### src/rtl/exception_ctrl_if.sv
// rtl/exception_ctrl_if.sv - decoder/fetch-side signal bundle for exception_ctrl
// master: decoder/fetch side (drives Exc, ERet, EStatus, PC, SysRegSel)
// slave : exception_ctrl (drives ExcAck, PCRedirect, PCTarget, Stall, SysRegData, InHandler)
interface exception_ctrl_if;
    logic        Exc;
    logic        ERet;
    logic [3:0]  EStatus;
    logic [63:0] PC;
    logic [1:0]  SysRegSel;
    logic        ExcAck;
    logic        PCRedirect;
    logic [63:0] PCTarget;
    logic        Stall;
    logic [63:0] SysRegData;
    logic        InHandler;

    modport master (
        output Exc, ERet, EStatus, PC, SysRegSel,
        input  ExcAck, PCRedirect, PCTarget, Stall, SysRegData, InHandler
    );

    modport slave (
        input  Exc, ERet, EStatus, PC, SysRegSel,
        output ExcAck, PCRedirect, PCTarget, Stall, SysRegData, InHandler
    );
endinterface

### src/rtl/exception_ctrl.sv
// rtl/exception_ctrl.sv - single-level exception/IRQ controller with ELR/ESR/IRQCNT/ERR system registers
// Ports:
//   clk   : rising-edge clock
//   reset : synchronous, active-low reset
//   bus   : exception_ctrl_if.slave (exception request/return in, redirect/stall/MRS data out)
module exception_ctrl #(
    parameter logic [63:0] EXC_VECTOR = 64'h00000000000000D8,
    parameter int          CNT_W      = 8
) (
    input  logic             clk,
    input  logic             reset,
    exception_ctrl_if.slave  bus
);
    typedef enum logic [1:0] {
        IDLE    = 2'd0,
        HANDLER = 2'd1,
        HALT    = 2'd2
    } state_t;

    state_t             r_state;
    logic [63:0]        r_elr;
    logic [3:0]         r_esr;
    logic [CNT_W-1:0]   r_irqcnt;
    logic [1:0]         r_err;

    logic               w_is_irq;
    logic               w_take;     // exception accepted from IDLE
    logic               w_ret;      // ERET honoured in HANDLER
    logic               w_dfault;   // synchronous fault while already in HANDLER

    // Only the exact code 0001 is an IRQ; 0000 falls into the fault path.
    assign w_is_irq = (bus.EStatus == 4'b0001);

    // ERET has priority over anything else arriving in HANDLER, so a pending
    // IRQ gets a fresh look from IDLE on the following cycle.
    assign w_take   = reset && (r_state == IDLE) && bus.Exc;
    assign w_ret    = reset && (r_state == HANDLER) && bus.ERet;
    assign w_dfault = reset && (r_state == HANDLER) && !bus.ERet && bus.Exc && !w_is_irq;

    always_comb begin
        bus.ExcAck     = w_take || w_dfault;
        bus.PCRedirect = w_take || w_ret;
        bus.PCTarget   = 64'd0;
        if (w_take) begin
            bus.PCTarget = EXC_VECTOR;
        end else if (w_ret) begin
            bus.PCTarget = r_elr;
        end
        bus.Stall      = reset && (r_state == HALT);
        bus.InHandler  = (r_state == HANDLER);
    end

    always_comb begin
        bus.SysRegData = 64'd0;
        case (bus.SysRegSel)
            2'b00:   bus.SysRegData = r_elr;
            2'b01:   bus.SysRegData = {60'd0, r_esr};
            2'b10:   bus.SysRegData = {{(64-CNT_W){1'b0}}, r_irqcnt};
            default: bus.SysRegData = {62'd0, r_err};
        endcase
    end

    always_ff @(posedge clk) begin
        if (!reset) begin
            r_state  <= IDLE;
            r_elr    <= 64'd0;
            r_esr    <= 4'd0;
            r_irqcnt <= '0;
            r_err    <= 2'b00;
        end else begin
            case (r_state)
                IDLE: begin
                    if (bus.Exc) begin
                        r_elr   <= bus.PC;
                        r_esr   <= bus.EStatus;
                        r_state <= HANDLER;
                        if (w_is_irq && (r_irqcnt != {CNT_W{1'b1}})) begin
                            r_irqcnt <= r_irqcnt + 1'b1;
                        end
                    end else if (bus.ERet) begin
                        r_err[1] <= 1'b1;   // spurious ERET, sticky
                    end
                end
                HANDLER: begin
                    if (bus.ERet) begin
                        r_state <= IDLE;
                    end else if (bus.Exc && !w_is_irq) begin
                        // ELR/ESR keep the first fault for post-mortem
                        r_err[0] <= 1'b1;
                        r_state  <= HALT;
                    end
                end
                HALT: begin
                    r_state <= HALT;
                end
                default: begin
                    r_state <= IDLE;
                end
            endcase
        end
    end
endmodule

### src/flat_wrapper.sv
// flat-port wrapper written by rule: the top's interface ports become plain ports
module exception_ctrl_flat 
#(
    parameter logic [63:0] EXC_VECTOR = 64'h00000000000000D8,
    parameter int          CNT_W      = 8
)
  (clk, reset, bus_Exc, bus_ERet, bus_EStatus, bus_PC, bus_SysRegSel, bus_ExcAck, bus_PCRedirect, bus_PCTarget, bus_Stall, bus_SysRegData, bus_InHandler);
  exception_ctrl_if bus_i ();
  input  logic clk;
  input  logic reset;
  input wire logic [$bits(bus_i.Exc)-1:0] bus_Exc;
  input wire logic [$bits(bus_i.ERet)-1:0] bus_ERet;
  input wire logic [$bits(bus_i.EStatus)-1:0] bus_EStatus;
  input wire logic [$bits(bus_i.PC)-1:0] bus_PC;
  input wire logic [$bits(bus_i.SysRegSel)-1:0] bus_SysRegSel;
  output wire logic [$bits(bus_i.ExcAck)-1:0] bus_ExcAck;
  output wire logic [$bits(bus_i.PCRedirect)-1:0] bus_PCRedirect;
  output wire logic [$bits(bus_i.PCTarget)-1:0] bus_PCTarget;
  output wire logic [$bits(bus_i.Stall)-1:0] bus_Stall;
  output wire logic [$bits(bus_i.SysRegData)-1:0] bus_SysRegData;
  output wire logic [$bits(bus_i.InHandler)-1:0] bus_InHandler;
  assign bus_i.Exc = bus_Exc;
  assign bus_i.ERet = bus_ERet;
  assign bus_i.EStatus = bus_EStatus;
  assign bus_i.PC = bus_PC;
  assign bus_i.SysRegSel = bus_SysRegSel;
  assign bus_ExcAck = bus_i.ExcAck;
  assign bus_PCRedirect = bus_i.PCRedirect;
  assign bus_PCTarget = bus_i.PCTarget;
  assign bus_Stall = bus_i.Stall;
  assign bus_SysRegData = bus_i.SysRegData;
  assign bus_InHandler = bus_i.InHandler;
  exception_ctrl #(.EXC_VECTOR(EXC_VECTOR), .CNT_W(CNT_W)) u_core (.clk(clk), .reset(reset), .bus(bus_i));
endmodule
### config.mk
export PLATFORM = sky130hd
export DESIGN_NAME = exception_ctrl_flat
export DESIGN_NICKNAME = d
export VERILOG_FILES = /design/src/rtl/exception_ctrl_if.sv /design/src/rtl/exception_ctrl.sv /design/src/flat_wrapper.sv
export SDC_FILE = /design/constraint.sdc
export NUM_CORES = 1
export LEC_CHECK = 0
export BUFFER_PORTS_ARGS = -buffer_cell sky130_fd_sc_hd__clkbuf_2
export CAP_MARGIN = 40
export CELL_PAD_IN_SITES_DETAIL_PLACEMENT = 0
export CELL_PAD_IN_SITES_GLOBAL_PLACEMENT = 1
export CORE_UTILIZATION = 28
export DETAILED_ROUTE_END_ITERATION = 7
export MAX_ROUTING_LAYER = met4
export PLACE_DENSITY = 0.89
export SYNTH_ARGS = -nofsm -noshare
export SYNTH_HDL_FRONTEND = slang
export SYNTH_SLANG_ARGS = --single-unit
export TNS_END_PERCENT = 5
### constraint.sdc
create_clock -name clk -period 1.3 [get_ports clk]
set_input_delay 0.065 -clock clk [delete_from_list [all_inputs] [get_ports clk]]
set_output_delay 0.065 -clock clk [all_outputs]
set_load 0.02 [all_outputs]
==> results.md, run 1 <==
- Yosys reg bits: 80
- Post-synth top area share: 0.414
- Adder-cell share of the synthesized area: 0.00324
- Critical path arrival: around 1.6 ns
- Non-Filler Instances: 1001
- Combinational family with the most area after synthesis: simple AND/OR/NAND/NOR gates
- Total die area: 14300 sq um
- Crit-path max cell delay: 0.31 ns
- Setup Viol. Count Final: approximately 140
- Compound-Gate Fraction of Synth Area: 0.124
- Xor and xnor area share after synthesis: 0.00680
- CP max stage cell: dfxtp_2
- Fin. Hold Viols: 0
- Die H: between 100 and 150 um
- Placer Congestion: approximately 0.86
- Post-synthesis mux area share: 0.0298
- Number of synthesized flops with an enable pin: 0
- Async S/R FF share, synth: 0
- Post-Place Setup Slack: -0.156 ns
- DR vias: between 4000 and 5000
- Type of the most critical hold path: primary input to flip-flop
- Reg2Reg Launch Point: u_core.r_state[1]
- Most frequent cell after synthesis: nand2_1
- Vias in the first global route: about 4500
- Synth cell count leaders: nand2_1 (142), and2_1 (116), dfxtp_1 (80)
- Critical path class: flip-flop to output port
- Status: finished, violations left
- Hold endpoint: u_core.r_esr[1]
- Fillers: around 1200
- Die Wd: 120 um
- Power density over the cells: 880 nW/um^2
- Reg clk slew, reported paths: 0.06 ns
- Core box area: 13300 sq um
- Root buf cell: clkbuf_16
- Pleak: 3.37 nW
- Post-DR wirelength/cell: 14.3 um
- Placed Cells: 903
- FF-to-FF End: u_core.r_irqcnt[7]
- Worst Setup SP: u_core.r_state[1]
- Ant diodes: 0
- Area Overhead vs Synth: 91.0%
- Final Critical Period: between 1.5 and 2 ns
- Area of the mapped netlist: 3870 sq um
- Synth unique cells: 32
- CTS tree: built
- Largest net degree at the start of global routing: 37
- R2R depth: 7
- Worst Hold Depth: 3
- DRC: 0
- Drt total wl: 14400 um
- Synth Area in Simple Gates: 0.377
- Via/cell ratio: 4.50
- Post-synthesis sequential area ratio: 0.414
- Final worst slack: -0.403 ns
- WP data required: 1.24 ns
- Router iterations before antenna repair: 4
- Critical Path End Type: output port
- Synth Warn #: 0
- Initial antenna violation count: 0
- Detailed placement HPWL: 8810 um
- Nets: about 900
- First-pass GRT wire length: ~22000 um
- DR iter-0 viols: 179
- Syn nets: approximately 600
- Fmax: a little under 600 MHz
- Worst path cell trace: buf_4 > nor3b_4 > buf_4 > a21o_1 > nand2_4 > nor2_2 > buf_6
- Synthesized area per cell: ~7.4 sq um
- Worst reg-to-reg setup slack: -0.32 ns
- Hold Path Origin: bus_EStatus[1]
- Largest fanout on the critical path: 5
- Clk sinks: 80
- Synth area leader: dfxtp_1
- CP most frequent cell: buf_4
- Initial Util: 0.290
- Share of cells above drive strength 1: 0.478
- Clk_lat worst skew: 0.34 ns
- Failing checks: negative setup slack
- Slew Viols, Final: 0
- Cells after Synth: around 520
- Row Count: 42
- Max-Slew Margin vs Limit: 0.705
- Fin Clk Skew: 0.00616 ns
- Worst slew pin tran: 0.441 ns
- Largest buffer count on any clock path: 2
- Max VDD drop: 0.000581 V
- Num ports: 206
- CTS Buf Count: 9
- All-Layer GR Usage: 0.205
- Post-DRT Antenna Nets: 0
- I/O Buffers: 205
- # H-tree levels: 3
- GRT overflow: 0
- Crit path launch type: flip-flop
- RSZ-0062 raised after global routing: yes
- Ranking of synthesized cells by area: dfxtp_1 (41%), and2_1 (19%), nand2_1 (14%)
- Main synth FF type: dfxtp_1
- Max_cap viols: 0
- Final Cycle Share: 1.31
==> layout make-up <==
type                       instances  area [sq um]  share of cell area
sequential                        80          1610               0.218
multi-input combinational        397          2420               0.328
clock inverter                     3          42.5             0.00576
clock buffer                      13           240              0.0325
inverter                           5          18.8             0.00254
timing repair buffer             327          2840               0.384
tap                              176           220              0.0298
==> how the worst max path moves through the flow <==
| stage | end | slack [ns] |
|---|---|---|
| global placement | u_core.r_irqcnt[3] | -0.12 |
| floorplan | u_core.r_irqcnt[6] | -0.08 |
| finish | bus_PCTarget[4] | -0.40 |
| CTS | bus_PCTarget[0] | -0.42 |
| global route | bus_PCTarget[3] | -0.50 |
| detailed placement | u_core.r_irqcnt[5] | -0.16 |
==> through the flow <==
stage / hold WS [ns] / power (mW) / instance area (sq um) / utilization / TNS [ns]
after global routing: 0.0421 / 6.82 / 7380 / 0.553 / -41.93
final: 0.0366 / 6.50 / 7380 / 0.553 / -30.67
after global placement: 0.288 / 3.64 / 5460 / 0.409 / -5.78
after floorplan: 0.201 / 3.24 / 3980 / - / -4.08
after detailed placement: 0.293 / 3.65 / 5460 / 0.409 / -7.58
after CTS: 0.00520 / 6.48 / 7100 / 0.532 / -29.28
==> registers in the layout, summed over array words and instances (netlist names) <==
signal,flops
u_core.r_irqcnt,8
u_core.r_state,2
u_core.r_elr,64
u_core.r_esr,4
u_core.r_err,2
==> worst max-delay path: cells and delay by family (launching register included) <==
| kind | cells | cell delay [ns] |
|---|---|---|
| flip-flops | 1 | 0.31 |
| AND/OR/NAND/NOR | 3 | 0.46 |
| AO/OA/AOI/OAI | 1 | 0.12 |
| buffers and inverters | 3 | 0.41 |
==> logic make-up (layout without fill, tap and decap cells) <==
family,Yosys count,after routing
buffers and inverters,44,348
AOI/OAI and AO/OA,91,91
and+or+nand+nor,293,293
xor gates and xnor gates,3,3
DFF,80,80
adders and majority gates,1,1
muxes,9,9
==> layout by cell type, fill, tap and decap left out, types with 11 or more instances in the layout <==
| cell | instances |
|---|---|
| nand2_1 | 135 |
| clkbuf_2 | 134 |
| dfxtp_1 | 76 |
| dlygate4sd3_1 | 66 |
| and2_1 | 56 |
| a21oi_1 | 48 |
| buf_4 | 39 |
| and2_2 | 38 |
| clkbuf_8 | 32 |
| a21oi_2 | 31 |
| and2_4 | 22 |
| buf_8 | 17 |
| buf_6 | 14 |
| buf_12 | 11 |
==> report_power, final <==
group | total (mW) | internal (mW) | switching [mW]
clock | 2.47 | 1.49 | 0.982
sequential | 2.70 | 2.60 | 0.102
combinational | 1.33 | 0.667 | 0.659
total | 6.50 | 4.75 | 1.74
==> per-layer routing <==
layer  global-route usage  routed length (um)  vias to the layer above
li1                     -                   -                     2274
met2                0.351                7480                      138
met4               0.0836                 244                        0
met1                0.239                5960                     2072
met5                    -                   0                        -
met3               0.0342                 660                       18
==> what timing repair did <==
item | CTS | global route
hold buffers | 66 | 0
resized for setup | 129 | 109
pin swaps | 15 | 13
gates cloned | 3 | 0
setup buffers | 9 | 4
setup endpoints to repair | 90 | 150
hold endpoints to repair | 66 | 0
Power figures use the tool's default switching activity.
==> inputs of run 2 (changes only) <==
RECOVER_POWER = 50   (was default)
==> results.md, run 2 (same netlist as run 1, synthesis figures left out) <==
- Status: finished, violations left
- Failing checks: negative setup slack
- Reg2Reg Launch Point: u_core.r_state[1]
- # H-tree levels: 3 (unchanged)
- FF-to-FF End: u_core.r_irqcnt[7]
- Non-Filler Instances: 1001 (unchanged)
- Critical Path End Type: output port
- DR vias: 4507 (+0.11%)
- Area Overhead vs Synth: 89.9%
- Initial antenna violation count: 0 (unchanged)
- Post-DRT Antenna Nets: 0 (unchanged)
- Slew Viols, Final: 0 (unchanged)
- Seq pwr share: 0.416 (about the same)
- Max-Slew Margin vs Limit: 0.557 (-0.147)
- R2R depth: 7 (unchanged)
- Initial Util: 0.290 (unchanged)
- CTS tree: built
- Combinational power share: 0.203 (about the same)
- Largest buffer count on any clock path: 2 (unchanged)
- Via/cell ratio: 4.50 (+0.11%)
- Internal Pwr Total: 4.75 mW (-0.14%)
- Commonest cells after routing, fill and taps aside: nand2_1 (135), clkbuf_2 (114), dfxtp_1 (76)
- Critical path arrival: 1.64 ns (about the same)
- RSZ-0062 raised after global routing: yes
- I/O Buffers: 205 (unchanged)
- Hold Path Origin: bus_EStatus[1]
- Hold endpoint: u_core.r_esr[1]
- Row Count: 42 (unchanged)
- Largest register FFs: 64 (unchanged)
- First-pass GRT wire length: 22400 um (unchanged)
- Die Wd: 120 um (unchanged)
- Clk sinks: 80 (unchanged)
- Worst Hold Depth: 3 (unchanged)
- Clk_lat worst skew: 0.34 ns (about the same)
- Max_cap viols: 0 (unchanged)
- Crit path launch type: flip-flop
- Fin. Hold Viols: 0 (unchanged)
- Post-DR wirelength/cell: 14.4 um (+0.54%)
- Num ports: 206 (unchanged)
- Fillers: 1200 (+1.2%)
- Detailed placement HPWL: 8810 um (unchanged)
- DRC: 0 (unchanged)
- Reg clk slew, reported paths: 0.06 ns (about the same)
- Largest Register: u_core.r_elr
- Router iterations before antenna repair: 4 (unchanged)
- Net switching power: 1.74 mW (-0.11%)
- Max VDD drop: 0.000584 V (+0.55%)
- Largest fanout on the critical path: 5 (unchanged)
- Core box area: 13300 sq um (unchanged)
- Worst slew pin tran: 0.662 ns (+0.221 ns)
- Switch share: 0.268 (about the same)
- Fin Clk Skew: 0.00583 ns (-0.000326 ns)
- Pwr Total: 6.49 mW (-0.13%)
- Worst hold slack: 0.0149 ns (-0.0217 ns)
- Pleak: 3.29 nW (-2.3%)
- Drt total wl: 14400 um (+0.54%)
- All-Layer GR Usage: 0.205 (unchanged)
- Vias in the first global route: 4517 (unchanged)
- Fmax: 587 MHz (about the same)
- Root buf cell: clkbuf_16
- Top flop regs: u_core.r_elr: 64 flops, u_core.r_irqcnt: 8 flops, u_core.r_esr: 4 flops
- Placer Congestion: 0.860 (unchanged)
- Share of cells above drive strength 1: 0.452 (-0.0255)
- Placed Area: 5460 sq um (unchanged)
- Die H: 120 um (unchanged)
- Design area: 7340 sq um (-0.58%)
- Final Cycle Share: 1.31 (about the same)
- Clock power frac: 0.381 (about the same)
- Ant diodes: 0 (unchanged)
- Power density over the cells: 883 nW/um^2 (+0.45%)
- DR iter-0 viols: 165 (-7.8%)
- Setup Viol. Count Final: 139 (unchanged)
- GRT overflow: 0 (unchanged)
- Placed Cells: 903 (unchanged)
- Nets: 895 (unchanged)
- Final Critical Period: 1.70 ns (+0.000212 ns)
- Critical path class: flip-flop to output port
- CTS Buf Count: 9 (unchanged)
- WP data required: 1.24 ns (about the same)
- Type of the most critical hold path: primary input to flip-flop
- Final worst slack: -0.403 ns (-0.000212 ns)
- Total die area: 14300 sq um (unchanged)
- Worst reg-to-reg setup slack: -0.33 ns (about the same)
- Largest net degree at the start of global routing: 37 (unchanged)
- Most common cell after layout, fill and taps aside: nand2_1
==> run 2: what timing repair did <==
action	4_1_cts	5_1_grt
hold buffers	66	0
pin swaps	15	13
gates cloned	3	0
endpoints found under the setup margin	90	150
buffers inserted	9	4
gates resized for setup	129	109
hold endpoints to repair	66	0
==> run 2: worst max path at each step <==
stage	to	from	slack (ns)
2_1_floorplan	u_core.r_irqcnt[6]	u_core.r_state[1]	-0.08
3_3_place_gp	u_core.r_irqcnt[3]	u_core.r_irqcnt[0]	-0.12
3_5_place_dp	u_core.r_irqcnt[5]	u_core.r_state[1]	-0.16
4_1_cts	bus_PCTarget[0]	u_core.r_state[0]	-0.42
5_1_grt	bus_PCTarget[3]	u_core.r_state[1]	-0.50
6_report	bus_PCTarget[4]	u_core.r_state[1]	-0.40
==> run 2: area by class of cell <==
type / instances / area [sq um] / area share
inverter: 5 / 18.8 / 0.00256
tap: 176 / 220 / 0.0300
multi-input combinational: 397 / 2400 / 0.328
clock inverter: 3 / 42.5 / 0.00579
timing repair buffer: 327 / 2810 / 0.383
clock buffer: 13 / 240 / 0.0327
sequential: 80 / 1610 / 0.219
==> run 2: through the flow <==
stage | setup WS [ns] | utilization | setup TNS [ns]
6_report | -0.403 | 0.550 | -31.00
5_1_grt | -0.495 | 0.550 | -42.07
4_1_cts | -0.423 | 0.532 | -29.28
3_5_place_dp | -0.156 | 0.409 | -7.58
3_3_place_gp | -0.120 | 0.409 | -5.78
2_1_floorplan | -0.0807 | - | -4.08
==> run 2: per-layer routing <==
layer / routed length, um / part of all wire / track usage
met1: 6110 / 0.42 / 0.239
met2: 7420 / 0.51 / 0.351
met3: 621 / 0.043 / 0.0342
met4: 269 / 0.019 / 0.0836
met5: 0 / 0 / -
==> run 2: critical path, cell delays in order, from the launching register on <==
cell and delay [ns]:
dfxtp_2 0.31, buf_4 0.14, nor3b_4 0.21, buf_4 0.15, a21o_1 0.12, nand2_4 0.11, nor2_2 0.14, buf_6 0.12
==> run 2: power groups by stage <==
stage | registers, mW | clock network [mW] | logic [mW]
2_1_floorplan | 2.71 | 0 | 0.532
3_3_place_gp | 2.74 | 0 | 0.893
3_5_place_dp | 2.75 | 0 | 0.903
4_1_cts | 2.70 | 2.56 | 1.22
5_1_grt | 2.72 | 2.66 | 1.43
6_report | 2.70 | 2.47 | 1.32
==> inputs of run 3 (changes only) <==
SETUP_SLACK_MARGIN = 0.1   (was default)
==> results.md, run 3 (same netlist as run 1, synthesis figures left out) <==
- Commonest cells after routing, fill and taps aside: clkbuf_2 (143), nand2_1 (138), dfxtp_1 (74)
- Placer Congestion: 0.847 (-1.5%)
- I/O Buffers: 205 (unchanged)
- Router iterations before antenna repair: 5 (+1)
- Final worst slack: -0.386 ns (+0.0171 ns)
- CTS Buf Count: 9 (unchanged)
- Row Count: 42 (unchanged)
- Worst Hold Depth: 3 (unchanged)
- Type of the most critical hold path: primary input to flip-flop
- Via/cell ratio: 4.48 (-0.43%)
- Largest fanout on the critical path: 34 (+29)
- Placed Cells: 901 (-0.22%)
- Ant diodes: 0 (unchanged)
- Final Critical Period: 1.69 ns (-0.0171 ns)
- DRC: 0 (unchanged)
- Worst slew pin tran: 0.391 ns (-0.271 ns)
- Worst hold slack: 0.0669 ns (+0.0520 ns)
- Vias in the first global route: 4161 (-7.9%)
- FF-to-FF End: u_core.r_irqcnt[6]
- Reg2Reg Launch Point: u_core.r_state[1]
- Status: finished, violations left
- DR iter-0 viols: 196 (+19%)
- DR vias: 4425 (-1.8%)
- RSZ-0062 raised after global routing: yes
- Fin Clk Skew: 0.00770 ns (+0.00187 ns)
- Largest register FFs: 64 (unchanged)
- Crit path launch type: flip-flop
- Largest Register: u_core.r_elr
- Initial antenna violation count: 0 (unchanged)
- CTS tree: built
- Total die area: 14300 sq um (unchanged)
- Reg clk slew, reported paths: 0.06 ns (about the same)
- Top flop regs: u_core.r_elr: 64 flops, u_core.r_irqcnt: 8 flops, u_core.r_esr: 4 flops
- R2R depth: 6 (-1)
- Critical path arrival: 1.62 ns (-0.02 ns)
- Fin. Hold Viols: 0 (unchanged)
- Share of cells above drive strength 1: 0.439 (-0.0132)
- Fmax: 593 MHz (+1.0%)
- Setup Viol. Count Final: 102 (-27%)
- Post-DR wirelength/cell: 13.5 um (-6.3%)
- Final Cycle Share: 1.30 (-0.0132)
- Largest buffer count on any clock path: 2 (unchanged)
- GRT overflow: 0 (unchanged)
- Drt total wl: 13300 um (-7.6%)
- Worst reg-to-reg setup slack: -0.35 ns (-0.02 ns)
- Core box area: 13300 sq um (unchanged)
- Hold Path Origin: bus_ERet
- Detailed placement HPWL: 8920 um (+1.3%)
- Root buf cell: clkbuf_16
- Design area: 6830 sq um (-7.0%)
- First-pass GRT wire length: 20600 um (-7.9%)
- Num ports: 206 (unchanged)
- All-Layer GR Usage: 0.185 (-0.0200)
- Max-Slew Margin vs Limit: 0.738 (+0.181)
- Fillers: 1262 (+5.2%)
- Clk sinks: 80 (unchanged)
- Max_cap viols: 0 (unchanged)
- Non-Filler Instances: 987 (-1.4%)
- Clk_lat worst skew: 0.33 ns (about the same)
- Slew Viols, Final: 0 (unchanged)
- Initial Util: 0.290 (unchanged)
- Pleak: 3.21 nW (-2.3%)
- Max VDD drop: 0.000503 V (-14%)
- Placed Area: 5460 sq um (about the same)
- Die Wd: 120 um (unchanged)
- Critical path class: flip-flop to output port
- Power density over the cells: 936 nW/um^2 (+6.0%)
- Area Overhead vs Synth: 76.7%
- Post-DRT Antenna Nets: 0 (unchanged)
- Hold endpoint: u_core.r_err[1]
- Failing checks: negative setup slack
- # H-tree levels: 3 (unchanged)
- Largest net degree at the start of global routing: 54 (+46%)
- Most common cell after layout, fill and taps aside: clkbuf_2
- Nets: 881 (-1.6%)
- Critical Path End Type: output port
- Die H: 120 um (unchanged)
- WP data required: 1.24 ns (about the same)
==> run 3: per-layer routing <==
metal | part of all wire | GRT usage | wire length [um] | up-vias
met3 | 0.046 | 0.0323 | 613 | 6
met1 | 0.42 | 0.215 | 5650 | 2054
li1 | - | - | - | 2239
met5 | 0 | - | 0 | -
met4 | 0.0050 | 0.0422 | 66 | 0
met2 | 0.53 | 0.332 | 7010 | 126
==> run 3: cell type report <==
type / instances / area [sq um] / share of cell area
clock buffers: 11 / 243 / 0.0355
clock inverters: 5 / 56.3 / 0.00824
inverters: 5 / 18.8 / 0.00275
multi-input cells: 397 / 2290 / 0.335
flip-flops and latches: 80 / 1610 / 0.236
well taps: 176 / 220 / 0.0322
repair buffers: 313 / 2400 / 0.351
==> run 3: how the worst max path moves through the flow <==
stage,from,cells past startpoint,end
6_report,u_core.r_state[1],5,bus_PCTarget[43]
3_5_place_dp,u_core.r_state[1],4,u_core.r_irqcnt[5]
4_1_cts,u_core.r_state[1],5,bus_PCTarget[60]
2_1_floorplan,u_core.r_state[1],4,u_core.r_irqcnt[6]
3_3_place_gp,u_core.r_state[1],6,bus_PCTarget[3]
5_1_grt,u_core.r_state[1],5,bus_PCTarget[43]
==> run 3: power by group <==
group	leakage, nW	internal (mW)	total, mW	switching, mW
sequential	0.659	2.60	2.71	0.108
clock	0.145	1.54	2.54	1.00
combinational	2.41	0.566	1.15	0.585
==> run 3: what timing repair did <==
item                       4_1_cts  5_1_grt
hold buffers                    65        0
resized for setup               57      115
setup buffers                    4        1
hold endpoints to repair        65        0
pin swaps                       18       10
setup endpoints to repair      147      152
==> run 3: worst max-delay path: stages (launching register included) <==
cell	delay, ns
dfxtp_2	0.36
and2b_2	0.24
and3_4	0.17
buf_12	0.15
and2_2	0.20
clkbuf_2	0.15
==> run 3: metrics by stage <==
stage           util  setup WS (ns)  TNS (ns)  total power [mW]
3_3_place_gp   0.409        -0.0977     -4.06              3.65
6_report       0.512         -0.386    -25.39              6.40
4_1_cts        0.499         -0.385    -25.23              6.46
3_5_place_dp   0.409         -0.157     -7.59              3.66
2_1_floorplan      -        -0.0807     -2.36              3.25
5_1_grt        0.512         -0.451    -33.90              6.69
